==> src/rtl/id_ex.sv <==
// Decode-to-exec pipeline register with stall, flush and bubble handling.
// Killed or empty slots always carry a canonical NOP with write-enable and valid low.
module id_ex #(
  parameter logic [31:0] NOP_INSTR = 32'h0000_0013
) (
  input  logic        clk,
  input  logic        rst,
  input  logic [31:0] id_ex_instr_addr_in,
  input  logic [31:0] id_ex_instr_in,
  input  logic [4:0]  id_ex_write_addr_in,
  input  logic [4:0]  id_ex_reg1_addr_in,
  input  logic [4:0]  id_ex_reg2_addr_in,
  input  logic [31:0] id_ex_op1_in,
  input  logic [31:0] id_ex_op2_in,
  input  logic [31:0] id_ex_jump_op1_in,
  input  logic [31:0] id_ex_jump_op2_in,
  input  logic        id_ex_wen_in,
  input  logic        id_ex_valid_in,
  input  logic        id_ex_hold_in,
  input  logic        id_ex_flush_in,
  output logic [31:0] id_ex_instr_addr_out,
  output logic [31:0] id_ex_instr_out,
  output logic [4:0]  id_ex_write_addr_out,
  output logic [4:0]  id_ex_reg1_addr_out,
  output logic [4:0]  id_ex_reg2_addr_out,
  output logic [31:0] id_ex_op1_out,
  output logic [31:0] id_ex_op2_out,
  output logic [31:0] id_ex_jump_op1_out,
  output logic [31:0] id_ex_jump_op2_out,
  output logic        id_ex_wen_out,
  output logic        id_ex_valid_out,
  output logic [15:0] id_ex_flush_cnt_out
);

  typedef struct packed {
    logic [31:0] instr_addr;
    logic [31:0] instr;
    logic [4:0]  write_addr;
    logic [4:0]  reg1_addr;
    logic [4:0]  reg2_addr;
    logic [31:0] op1;
    logic [31:0] op2;
    logic [31:0] jump_op1;
    logic [31:0] jump_op2;
    logic        wen;
    logic        valid;
  } slot_t;

  slot_t       slot_q, slot_d;
  slot_t       nop_slot_s, in_slot_s;
  logic [15:0] flush_cnt_q, flush_cnt_d;

  always_comb begin
    nop_slot_s       = '0;
    nop_slot_s.instr = NOP_INSTR;
  end

  always_comb begin
    in_slot_s.instr_addr = id_ex_instr_addr_in;
    in_slot_s.instr      = id_ex_instr_in;
    in_slot_s.write_addr = id_ex_write_addr_in;
    in_slot_s.reg1_addr  = id_ex_reg1_addr_in;
    in_slot_s.reg2_addr  = id_ex_reg2_addr_in;
    in_slot_s.op1        = id_ex_op1_in;
    in_slot_s.op2        = id_ex_op2_in;
    in_slot_s.jump_op1   = id_ex_jump_op1_in;
    in_slot_s.jump_op2   = id_ex_jump_op2_in;
    in_slot_s.wen        = id_ex_wen_in;
    in_slot_s.valid      = 1'b1;
  end

  // Flush beats hold; only a flush of a real instruction is counted.
  always_comb begin
    slot_d      = slot_q;
    flush_cnt_d = flush_cnt_q;
    if (id_ex_flush_in) begin
      slot_d = nop_slot_s;
      if (slot_q.valid && (flush_cnt_q != 16'hFFFF)) begin
        flush_cnt_d = flush_cnt_q + 16'd1;
      end else begin
        flush_cnt_d = flush_cnt_q;
      end
    end else if (id_ex_hold_in) begin
      slot_d = slot_q;
    end else if (id_ex_valid_in) begin
      slot_d = in_slot_s;
    end else begin
      slot_d = nop_slot_s;
    end
  end

  always_ff @(posedge clk) begin
    if (rst) begin
      slot_q      <= nop_slot_s;
      flush_cnt_q <= 16'd0;
    end else begin
      slot_q      <= slot_d;
      flush_cnt_q <= flush_cnt_d;
    end
  end

  assign id_ex_instr_addr_out = slot_q.instr_addr;
  assign id_ex_instr_out      = slot_q.instr;
  assign id_ex_write_addr_out = slot_q.write_addr;
  assign id_ex_reg1_addr_out  = slot_q.reg1_addr;
  assign id_ex_reg2_addr_out  = slot_q.reg2_addr;
  assign id_ex_op1_out        = slot_q.op1;
  assign id_ex_op2_out        = slot_q.op2;
  assign id_ex_jump_op1_out   = slot_q.jump_op1;
  assign id_ex_jump_op2_out   = slot_q.jump_op2;
  assign id_ex_wen_out        = slot_q.wen;
  assign id_ex_valid_out      = slot_q.valid;
  assign id_ex_flush_cnt_out  = flush_cnt_q;

endmodule

==> config.mk <==
export PLATFORM = sky130hd
export DESIGN_NAME = id_ex
export DESIGN_NICKNAME = d
export VERILOG_FILES = /design/src/rtl/id_ex.sv
export SDC_FILE = /design/constraint.sdc
export NUM_CORES = 1
export LEC_CHECK = 0
export ABC_AREA = 1
export CAP_MARGIN = 10
export CORE_AREA = 2 2 168 170
export CTS_CLUSTER_DIAMETER = 100
export CTS_CLUSTER_SIZE = 24
export DETAILED_ROUTE_END_ITERATION = 7
export DIE_AREA = 0 0 170 172
export GPL_ROUTABILITY_DRIVEN = 0
export REMOVE_ABC_BUFFERS = 1
export SKIP_LAST_GASP = 1
export SYNTH_ARGS = -nofsm -noshare
export SYNTH_HDL_FRONTEND = slang
export SYNTH_SLANG_ARGS = --single-unit
==> constraint.sdc <==
create_clock -name clk -period 2.5 [get_ports clk]
set_input_delay 0.75 -clock clk [delete_from_list [all_inputs] [get_ports clk]]
set_output_delay 0.75 -clock clk [all_outputs]
set_load 0.05 [all_outputs]
==> summary.txt, run 1 <==
Outcome
  • Outcome: finished clean

Drt
  • Detailed Route Iter0 Violations: 361
  • Routed len/inst: 15.5 um
  • Routed Wire Length: 28.2 mm
  • Pre-antenna DRT Iters: 4
  • Via Count: 8126
  • Antenna Nets Post-Route: 0
  • DRC viols: 0
  • Vias per cell: 4.47

Critical path
  • Slowest Stage Delay on Critical Path: 0.85 ns
  • Slowest-stage cell, CP: clkdlybuf4s50_1
  • Crit path DAT: ~1.7 ns
  • Crit-path cells: clkdlybuf4s50_1
  • Worst-path maximum fanout: 2
  • Worst setup SP type: flip-flop
  • Worst path top cell family by delay: buffers and inverters
  • Critical path class: reg2out
  • Register-to-Register Path Depth: 10
  • R2r startpoint: id_ex_flush_cnt_out[0]
  • Worst EP required: 1.75 ns
  • Reg-to-reg slack, setup: 0.79 ns
  • Crit. End Element: output pin
  • Buffers and inverters on the worst path: 1
  • R2R Path End: id_ex_flush_cnt_out[10]

Timing
  • Final worst-path cycle share: 97.7%
  • Max Fclk: 409 MHz
  • Minimum hold slack: 0.463 ns
  • Clock Skew: 0.00290 ns
  • Final setup viols: 0
  • Slew @ Worst Pin: 0.584 ns
  • Setup repair after global routing missed its margin: false
  • Final Hold Fails: 0
  • Max Slew Vio Count: 0
  • Tmin final: approximately 2.4 ns
  • Rel. slew slack: 61.0%
  • Setup TNS: 0 ns

Final layout
  • Share of layout cells above drive strength 1: under 10%
  • Fin cells: 1817
  • Final Util: 48.0%
  • Synth-to-layout area growth: 62.8%
  • N_diodes: 0
  • Nets: around 1700

Place
  • Hpwl dp: around 21 mm
  • Placed Cells: 1803
  • PortBufs: 437

Power and ir drop
  • Leakage: 4.81 nW
  • Final total power: 6.93 mW
  • Pwr/cell area: 525 mW/mm^2
  • Peak supply drop: 0.485 mV

Die
  • Core area: 0.0275 sq mm
  • Initial core utilization: 29.5%
  • Die width: 170 um
  • Die height: 172 um
  • Cell row count: 61
  • Die ar.: 0.0292 sq mm
  • Top-Level Pins: around 440

Worst hold path
  • Hold-critical path endpoint: id_ex_instr_addr_out[19]
  • Hold Path Depth: 2
  • Hold WC Path Type: reg2reg
  • Worst Hold Launch: id_ex_instr_addr_out[19]

Logic synthesis
  • Share of flip-flops with an asynchronous set or reset: 0%
  • Most used flip-flop cell after synthesis: dfxtp_1
  • Synth Warn #: 0
  • Sequential area share after synthesis: 55.6%
  • Post-synth EDFFs: 0
  • Cells after Synth: 1066
  • Syn avg cell area: 7.60 sq um
  • Unique masters post-synth: 23
  • Synthesis-stage register bit count: 225
  • Netlist Area Pre-Place: 0.00810 sq mm

Clocking
  • CTS tree: yes
  • Post-CTS setup buffers: 0
  • Cts bufs inserted: 13
  • H-tree Lvls: 1
  • Clk slew on worst S/H paths: 0.10 ns
  • Hold_buf cts: 0
  • Clock latency on the worst-skew pair: ~0.47 ns
  • Clock tree root driver cell: clkbuf_16
  • CTS sink count: about 230
  • Bufs on Longest Clock Path: 3

GRT
  • Initial antenna violation count: 0
  • Grt ovf: 0
  • Largest net degree at the start of global routing: 102
  • GRT Total Usage: 18.2%
  • Global-route wire length before repair: 42.3 mm
  • Vias in the first global route: about 7700

Flow run
  • Number of max-cap violations: 0
sequential cells by signal, indices dropped and copies added (netlist names), 16 cells and up:
| register | cells |
|---|---|
| id_ex_jump_op1_out | 32 |
| id_ex_jump_op2_out | 32 |
| id_ex_op1_out | 32 |
| id_ex_instr_out | 32 |
| id_ex_flush_cnt_out | 16 |
| id_ex_instr_addr_out | 32 |
| id_ex_op2_out | 32 |
per-layer routing:
| layer | routed length (um) | vias to the layer above | GRT usage, % | part of all wire [%] |
|---|---|---|---|---|
| met5 | 0 | - | 0 | 0 |
| met4 | 486 | 0 | 4.24 | 1.7 |
| met3 | 2560 | 27 | 6.25 | 9.1 |
| met2 | 13600 | 264 | 31.8 | 48 |
| met1 | 11600 | 3665 | 21.6 | 41 |
| li1 | - | 4170 | - | - |
final cells by class:
| cell class | count | area (sq um) |
|---|---|---|
| clock inverter | 1 | 16.3 |
| tap | 346 | 433 |
| fill | 2729 | 14300 |
| sequential | 225 | 4500 |
| inverter | 29 | 119 |
| multi-input combinational | 742 | 3140 |
| timing repair buffer | 461 | 4660 |
| clock buffer | 13 | 325 |
where the power goes:
part           internal [mW]  switching [mW]  leakage [nW]
logic                  0.502           0.571          2.82
clock network          0.956            1.21         0.167
registers               3.65          0.0370          1.82
timing repair:
action | in CTS | in global routing
resized for setup | 14 | 6
setup endpoints to repair | 14 | 6
cloned | 0 | 0
worst max-delay path by stage:
stage	from	to	depth (start not counted)
final	id_ex_instr_addr_out[23]	id_ex_instr_addr_out[23]	1
after global routing	id_ex_instr_addr_out[13]	id_ex_instr_addr_out[13]	1
after CTS	id_ex_flush_cnt_out[15]	id_ex_flush_cnt_out[15]	1
after global placement	id_ex_flush_in	id_ex_op2_out[3]	6
after floorplan	id_ex_hold_in	id_ex_instr_addr_out[0]	5
after detailed placement	id_ex_flush_in	id_ex_op2_out[9]	6
cell usage in the layout, fill, tap and decap left out, types with 2 or more instances in the layout:
master,instances
a21oi_1,215
buf_12,10
buf_4,23
clkbuf_16,13
clkdlybuf4s50_1,407
clkinv_1,2
dfxtp_1,225
dlygate4sd2_1,14
dlymetal6s2s_1,6
inv_1,22
inv_2,3
inv_6,2
nand2_1,463
nand2_2,4
nand3_1,15
nor2_1,32
nor2_4,2
nor3_1,2
o22ai_1,3
stage by stage:
stage                     cell area, sq um  worst slack, ns
after floorplan                       7750           -0.283
after global placement               12800            0.224
after detailed placement             12800            0.220
after CTS                            13200          0.00886
after global routing                 13200         0.000958
final                                13200           0.0577
Yosys cell counts (2+ instances only):
master,instances,area (sq um)
nor3_1,2,10.0
buf_2,34,170
dfxtp_1,225,4500
inv_2,5,18.8
nand3_1,15,75.1
nor2_4,2,22.5
nand2_2,4,25.0
nand2_1,463,1740
clkinv_1,2,7.51
buf_1,2,7.51
o22ai_1,3,18.8
a21oi_1,215,1080
clkbuf_1,24,90.1
nor2_1,32,120
inv_1,22,82.6
buf_4,8,60.1
buf_6,2,22.5
kinds of logic (layout without fill, tap and decap cells):
family / Yosys count / in the layout / synth area share, %
DFF: 225 / 225 / 55.6
AOI/OAI and AO/OA: 218 / 218 / 13.5
buffers and inverters: 99 / 504 / 5.67
xor gates and xnor gates: 1 / 1 / 0.108
adders and majority gates: 1 / 1 / 0.154
and+or+nand+nor: 522 / 522 / 24.9
Note: power is estimated with default switching activity, not from simulation.
==> run 2, diff against run 1 <==
--- a/config.mk
+++ b/config.mk
@@ -12,7 +12,7 @@
 export CTS_CLUSTER_SIZE = 24
 export DETAILED_ROUTE_END_ITERATION = 7
 export DIE_AREA = 0 0 170 172
-export GPL_ROUTABILITY_DRIVEN = 0
+export PLACE_DENSITY = 0.64
 export REMOVE_ABC_BUFFERS = 1
 export SKIP_LAST_GASP = 1
 export SYNTH_ARGS = -nofsm -noshare
==> summary.txt, run 2 (synthesis results as in run 1) <==
Outcome
  • Outcome: finished clean

Drt
  • DRC viols: 0
  • Via Count: 8189
  • Vias per cell: 4.49
  • Routed Wire Length: 27.8 mm
  • Routed len/inst: 15.3 um
  • Pre-antenna DRT Iters: 7
  • Detailed Route Iter0 Violations: 352
  • Antenna Nets Post-Route: 0

GRT
  • GRT Total Usage: 17.4%
  • Vias in the first global route: 7706
  • Grt ovf: 0
  • Initial antenna violation count: 0
  • M3 GR Usage: 5.86%
  • Largest net degree at the start of global routing: 106
  • GR met2 Demand/Resource: between 30% and 40%
  • GRT met1 Usage: about a fifth
  • Global-route wire length before repair: between 40 and 50 mm
  • GRT busiest layer: met2

Critical path
  • R2r startpoint: id_ex_flush_cnt_out[0]
  • Critical path class: reg2out
  • Reg-to-reg slack, setup: about 0.80 ns
  • Slowest-stage cell, CP: clkdlybuf4s50_1
  • Crit path DAT: 1.70 ns
  • Worst-path maximum fanout: 4
  • Buffers and inverters on the worst path: 1
  • Critical Path Stages: 1
  • Slowest Stage Delay on Critical Path: approximately 0.84 ns
  • Worst path top cell family by delay: buffers and inverters
  • Crit-path cells: clkdlybuf4s50_1
  • Critical path endpoint: id_ex_flush_cnt_out[15]
  • Register-to-Register Path Depth: 10
  • Worst setup SP type: flip-flop
  • Critical Path Source: id_ex_flush_cnt_out[15]
  • Worst EP required: 1.75 ns
  • Crit. End Element: output pin
  • R2R Path End: id_ex_flush_cnt_out[10]

Timing
  • Final setup viols: 0
  • Rel. slew slack: 59.7%
  • Minimum hold slack: 0.463 ns
  • Max Fclk: a little over 400 MHz
  • Slew @ Worst Pin: 0.603 ns
  • Max Slew Vio Count: 0
  • Final worst-path cycle share: 98.1%
  • Setup repair after global routing missed its margin: false
  • Tmin final: 2.45 ns
  • Final Hold Fails: 0
  • Clock Skew: 0.00673 ns

Final layout
  • Commonest non-fill, non-tap cell in the layout: nand2_1
  • Commonest non-fill, non-tap cells in the layout: nand2_1 (463), clkdlybuf4s50_1 (417), dfxtp_1 (225)
  • Nets: roughly 1700
  • Share of layout cells above drive strength 1: ~4.2%
  • N_diodes: 0
  • Synth-to-layout area growth: 63.5%

Clocking
  • Clk slew on worst S/H paths: 0.09 ns
  • Clock latency on the worst-skew pair: 0.47 ns
  • Bufs on Longest Clock Path: 3
  • CTS tree: yes
  • H-tree Lvls: 1
  • Cts bufs inserted: 13
  • Hold_buf cts: 0
  • Clock tree root driver cell: clkbuf_16
  • CTS sink count: 225

Die
  • Initial core utilization: approximately 29%
  • Core area: 0.0275 sq mm
  • Top-Level Pins: 438
  • Die width: 170 um
  • Die ar.: 0.0292 sq mm
  • Cell row count: 61
  • Die height: roughly 170 um

Worst hold path
  • Hold WC Path Type: reg2reg

Place
  • Gpl congestion: 0.795
  • Hpwl dp: 20.3 mm
  • PortBufs: 437

Power and ir drop
  • Final total power: 6.93 mW
  • Leakage: 4.76 nW
  • Peak supply drop: roughly 0.44 mV
  • Pwr/cell area: 523 mW/mm^2

Flow run
  • Number of max-cap violations: 0
[run 2: cell count changes in the layout (fill, tap and decap cells not counted)]
cell             previous run  this run
clkdlybuf4s50_1           407       417
dlymetal6s2s_1              6         3
dlygate4sd2_1              14        13
[run 2: repair_timing]
| action | CTS | global route |
|---|---|---|
| pin swaps | 0 | 0 |
| setup buffers | 0 | 0 |
| hold endpoints to repair | 0 | 0 |
| gates resized for setup | 13 | 3 |
| setup endpoints to repair | 13 | 3 |
[run 2: stage by stage]
| step | area [sq um] | worst slack (ns) | TNS, ns | cells | utilization [%] |
|---|---|---|---|---|---|
| 3_5_place_dp | 12900 | 0.155 | 0 | 1809 | 47.0 |
| 2_1_floorplan | 7750 | -0.283 | -58.10 | 996 | - |
| 6_report | 13200 | 0.0472 | 0 | 1823 | 48.2 |
| 5_1_grt | 13200 | 0.00107 | 0 | 1823 | 48.2 |
| 3_3_place_gp | 12900 | 0.175 | 0 | 1809 | 47.0 |
| 4_1_cts | 13200 | 0.00858 | 0 | 1823 | 48.2 |
[run 2: tightest hold or removal path, stage by stage, from the launching register on]
cell,delay (ns)
dfxtp_1,0.32
nand2_1,0.06
a21oi_1,0.05
[run 2: worst min path at each step]
stage	start	end	depth (start not counted)
2_1_floorplan	id_ex_instr_addr_out[19]	id_ex_instr_addr_out[19]	2
3_3_place_gp	id_ex_instr_addr_out[19]	id_ex_instr_addr_out[19]	2
3_5_place_dp	id_ex_op2_out[23]	id_ex_op2_out[23]	2
4_1_cts	id_ex_op2_out[23]	id_ex_op2_out[23]	2
5_1_grt	id_ex_instr_out[19]	id_ex_instr_out[19]	2
6_report	id_ex_op2_out[23]	id_ex_op2_out[23]	2
[run 2: cell type report]
cell class,instances,area [sq um]
fillers,2708,14200
repair buffers,467,4710
flip-flops and latches,225,4500
multi-input cells,742,3140
well taps,346,433
clock buffers,13,325
inverters,29,119
clock inverters,1,16.3
[run 2: layer usage]
layer	vias to the layer above	share of wire (%)
met5	-	0
met4	0	2.6
met1	3681	40
li1	4186	-
met3	37	8.8
met2	285	48
[run 2: report_power, final]
group / switching, mW / total [mW] / internal, mW
Combinational: 0.575 / 1.08 / 0.509
Sequential: 0.0375 / 3.69 / 3.65
Clock: 1.20 / 2.16 / 0.956
Total: 1.82 / 6.93 / 5.12
==> run 3, diff against run 2 <==
--- a/config.mk
+++ b/config.mk
@@ -9,7 +9,7 @@
 export CAP_MARGIN = 10
 export CORE_AREA = 2 2 168 170
 export CTS_CLUSTER_DIAMETER = 100
-export CTS_CLUSTER_SIZE = 24
+export CTS_CLUSTER_SIZE = 8
 export DETAILED_ROUTE_END_ITERATION = 7
 export DIE_AREA = 0 0 170 172
 export PLACE_DENSITY = 0.64
==> summary.txt, run 3 (synthesis results as in run 1) <==
Critical path
  • R2R Path End: id_ex_flush_cnt_out[7]
  • Buffers and inverters on the worst path: 1
  • R2r startpoint: id_ex_flush_cnt_out[0]
  • Crit-path cells: clkdlybuf4s50_1
  • Crit path DAT: 1.70 ns
  • Worst-path maximum fanout: 2
  • Slowest Stage Delay on Critical Path: 0.85 ns
  • Slowest-stage cell, CP: clkdlybuf4s50_1
  • Register-to-Register Path Depth: 10
  • Worst EP required: between 1.5 and 2 ns
  • Critical Path Stages: 1
  • Reg-to-reg slack, setup: 0.82 ns
  • Worst path top cell family by delay: buffers and inverters
  • Critical path class: reg2out
  • Crit. End Element: output pin
  • Worst setup SP type: flip-flop

Timing
  • Setup repair after global routing missed its margin: false
  • Max Slew Vio Count: 0
  • Rel. slew slack: about three fifths
  • Tmin final: about 2.4 ns
  • Clock Skew: 0.0105 ns
  • Final Hold Fails: 0
  • Final worst-path cycle share: 97.9%
  • Max Fclk: 409 MHz
  • Slew @ Worst Pin: 0.611 ns
  • Minimum hold slack: ~0.46 ns
  • Final setup viols: 0

GRT
  • Global-route wire length before repair: 41.7 mm
  • GR met2 Demand/Resource: a little under a third
  • GRT Total Usage: 17.8%
  • Largest net degree at the start of global routing: 106
  • Grt ovf: 0
  • GRT met1 Usage: roughly a fifth
  • Initial antenna violation count: 0
  • M3 GR Usage: 6.57%
  • GRT busiest layer: met2
  • Vias in the first global route: 7918

Final layout
  • Commonest non-fill, non-tap cell in the layout: nand2_1
  • Footprint of the multi-input gates: 0.00314 sq mm
  • Register area: 0.00450 sq mm
  • Nets: 1713
  • Layout filler cell count: 2646
  • Share of layout cells above drive strength 1: 5.73%
  • Fin cells: roughly 1800
  • Synth-to-layout area growth: 70.5%
  • N_diodes: 0
  • Final Util: 50.2%
  • Commonest non-fill, non-tap cells in the layout: nand2_1 (463), clkdlybuf4s50_1 (417), dfxtp_1 (225)

Die
  • Cell row count: 61
  • Die width: 170 um
  • Top-Level Pins: 438
  • Die height: 172 um
  • Core area: between 0.02 and 0.03 sq mm
  • Initial core utilization: 29.5%
  • Die ar.: 0.0292 sq mm

Power and ir drop
  • Pwr/cell area: between 600 and 700 mW/mm^2
  • Peak supply drop: 0.375 mV
  • Final total power: roughly 8.7 mW
  • Leakage: 5.06 nW

Drt
  • Routed len/inst: approximately 15 um
  • Via Count: 8317
  • Antenna Nets Post-Route: 0
  • Routed Wire Length: 28.2 mm
  • DRC viols: 0
  • Pre-antenna DRT Iters: 4
  • Vias per cell: 4.50
  • Detailed Route Iter0 Violations: 277

Clocking
  • Bufs on Longest Clock Path: 3
  • Cts bufs inserted: 34
  • Hold_buf cts: 0
  • CTS sink count: 225
  • Clock tree root driver cell: clkbuf_16
  • Clock latency on the worst-skew pair: approximately 0.49 ns
  • H-tree Lvls: 2
  • Post-CTS Resized: 11
  • Clk slew on worst S/H paths: 0.05 ns
  • CTS tree: yes
  • Post-CTS setup buffers: 0

Place
  • Placed Cells: 1809
  • PortBufs: roughly 440
  • Gpl congestion: between 0.7 and 0.8
  • Hpwl dp: 20.3 mm

Flow run
  • Number of max-cap violations: 0

Outcome
  • Outcome: finished clean

Worst hold path
  • Hold-critical path endpoint: id_ex_op2_out[23]
  • Worst Hold Launch: id_ex_op2_out[23]
  • Hold Path Depth: 2
  • Hold WC Path Type: reg2reg
-- run 3: report_power, final --
part | internal (mW) | leakage, nW | switching (mW) | total, mW
sequential | 3.67 | 1.82 | 0.0375 | 3.70
combinational | 0.509 | 2.80 | 0.576 | 1.09
clock | 2.41 | 0.440 | 1.54 | 3.95
-- run 3: metrics by stage --
step	cell area [sq um]	TNS, ns	setup WS [ns]
6_report	13800	0	0.0535
5_1_grt	13800	0	0.00435
4_1_cts	13800	0	0.00344
3_5_place_dp	12900	0	0.155
3_3_place_gp	12900	0	0.175
2_1_floorplan	7750	-58.10	-0.283
-- run 3: cell type report --
cell class	instances	area share [%]
well taps	346	3.14
clock inverters	4	0.308
repair buffers	467	34.2
clock buffers	35	6.19
inverters	29	0.861
multi-input cells	742	22.7
flip-flops and latches	225	32.6
-- run 3: how the worst max path moves through the flow --
| stage | from | end | slack, ns |
|---|---|---|---|
| 2_1_floorplan | id_ex_hold_in | id_ex_instr_addr_out[0] | -0.28 |
| 4_1_cts | id_ex_flush_cnt_out[3] | id_ex_flush_cnt_out[3] | 0.003 |
| 3_3_place_gp | id_ex_valid_in | id_ex_instr_out[2] | 0.18 |
| 3_5_place_dp | id_ex_valid_in | id_ex_op1_out[13] | 0.15 |
| 5_1_grt | id_ex_flush_cnt_out[15] | id_ex_flush_cnt_out[15] | 0.004 |
| 6_report | id_ex_jump_op1_out[10] | id_ex_jump_op1_out[10] | 0.05 |
-- run 3: per-layer routing --
metal / share of wire (%) / up-vias / routed length [um]
met2: 48 / 298 / 13500
met3: 8.9 / 52 / 2510
met4: 2.9 / 0 / 816
met5: 0 / - / 0
met1: 40 / 3731 / 11400
li1: - / 4236 / -
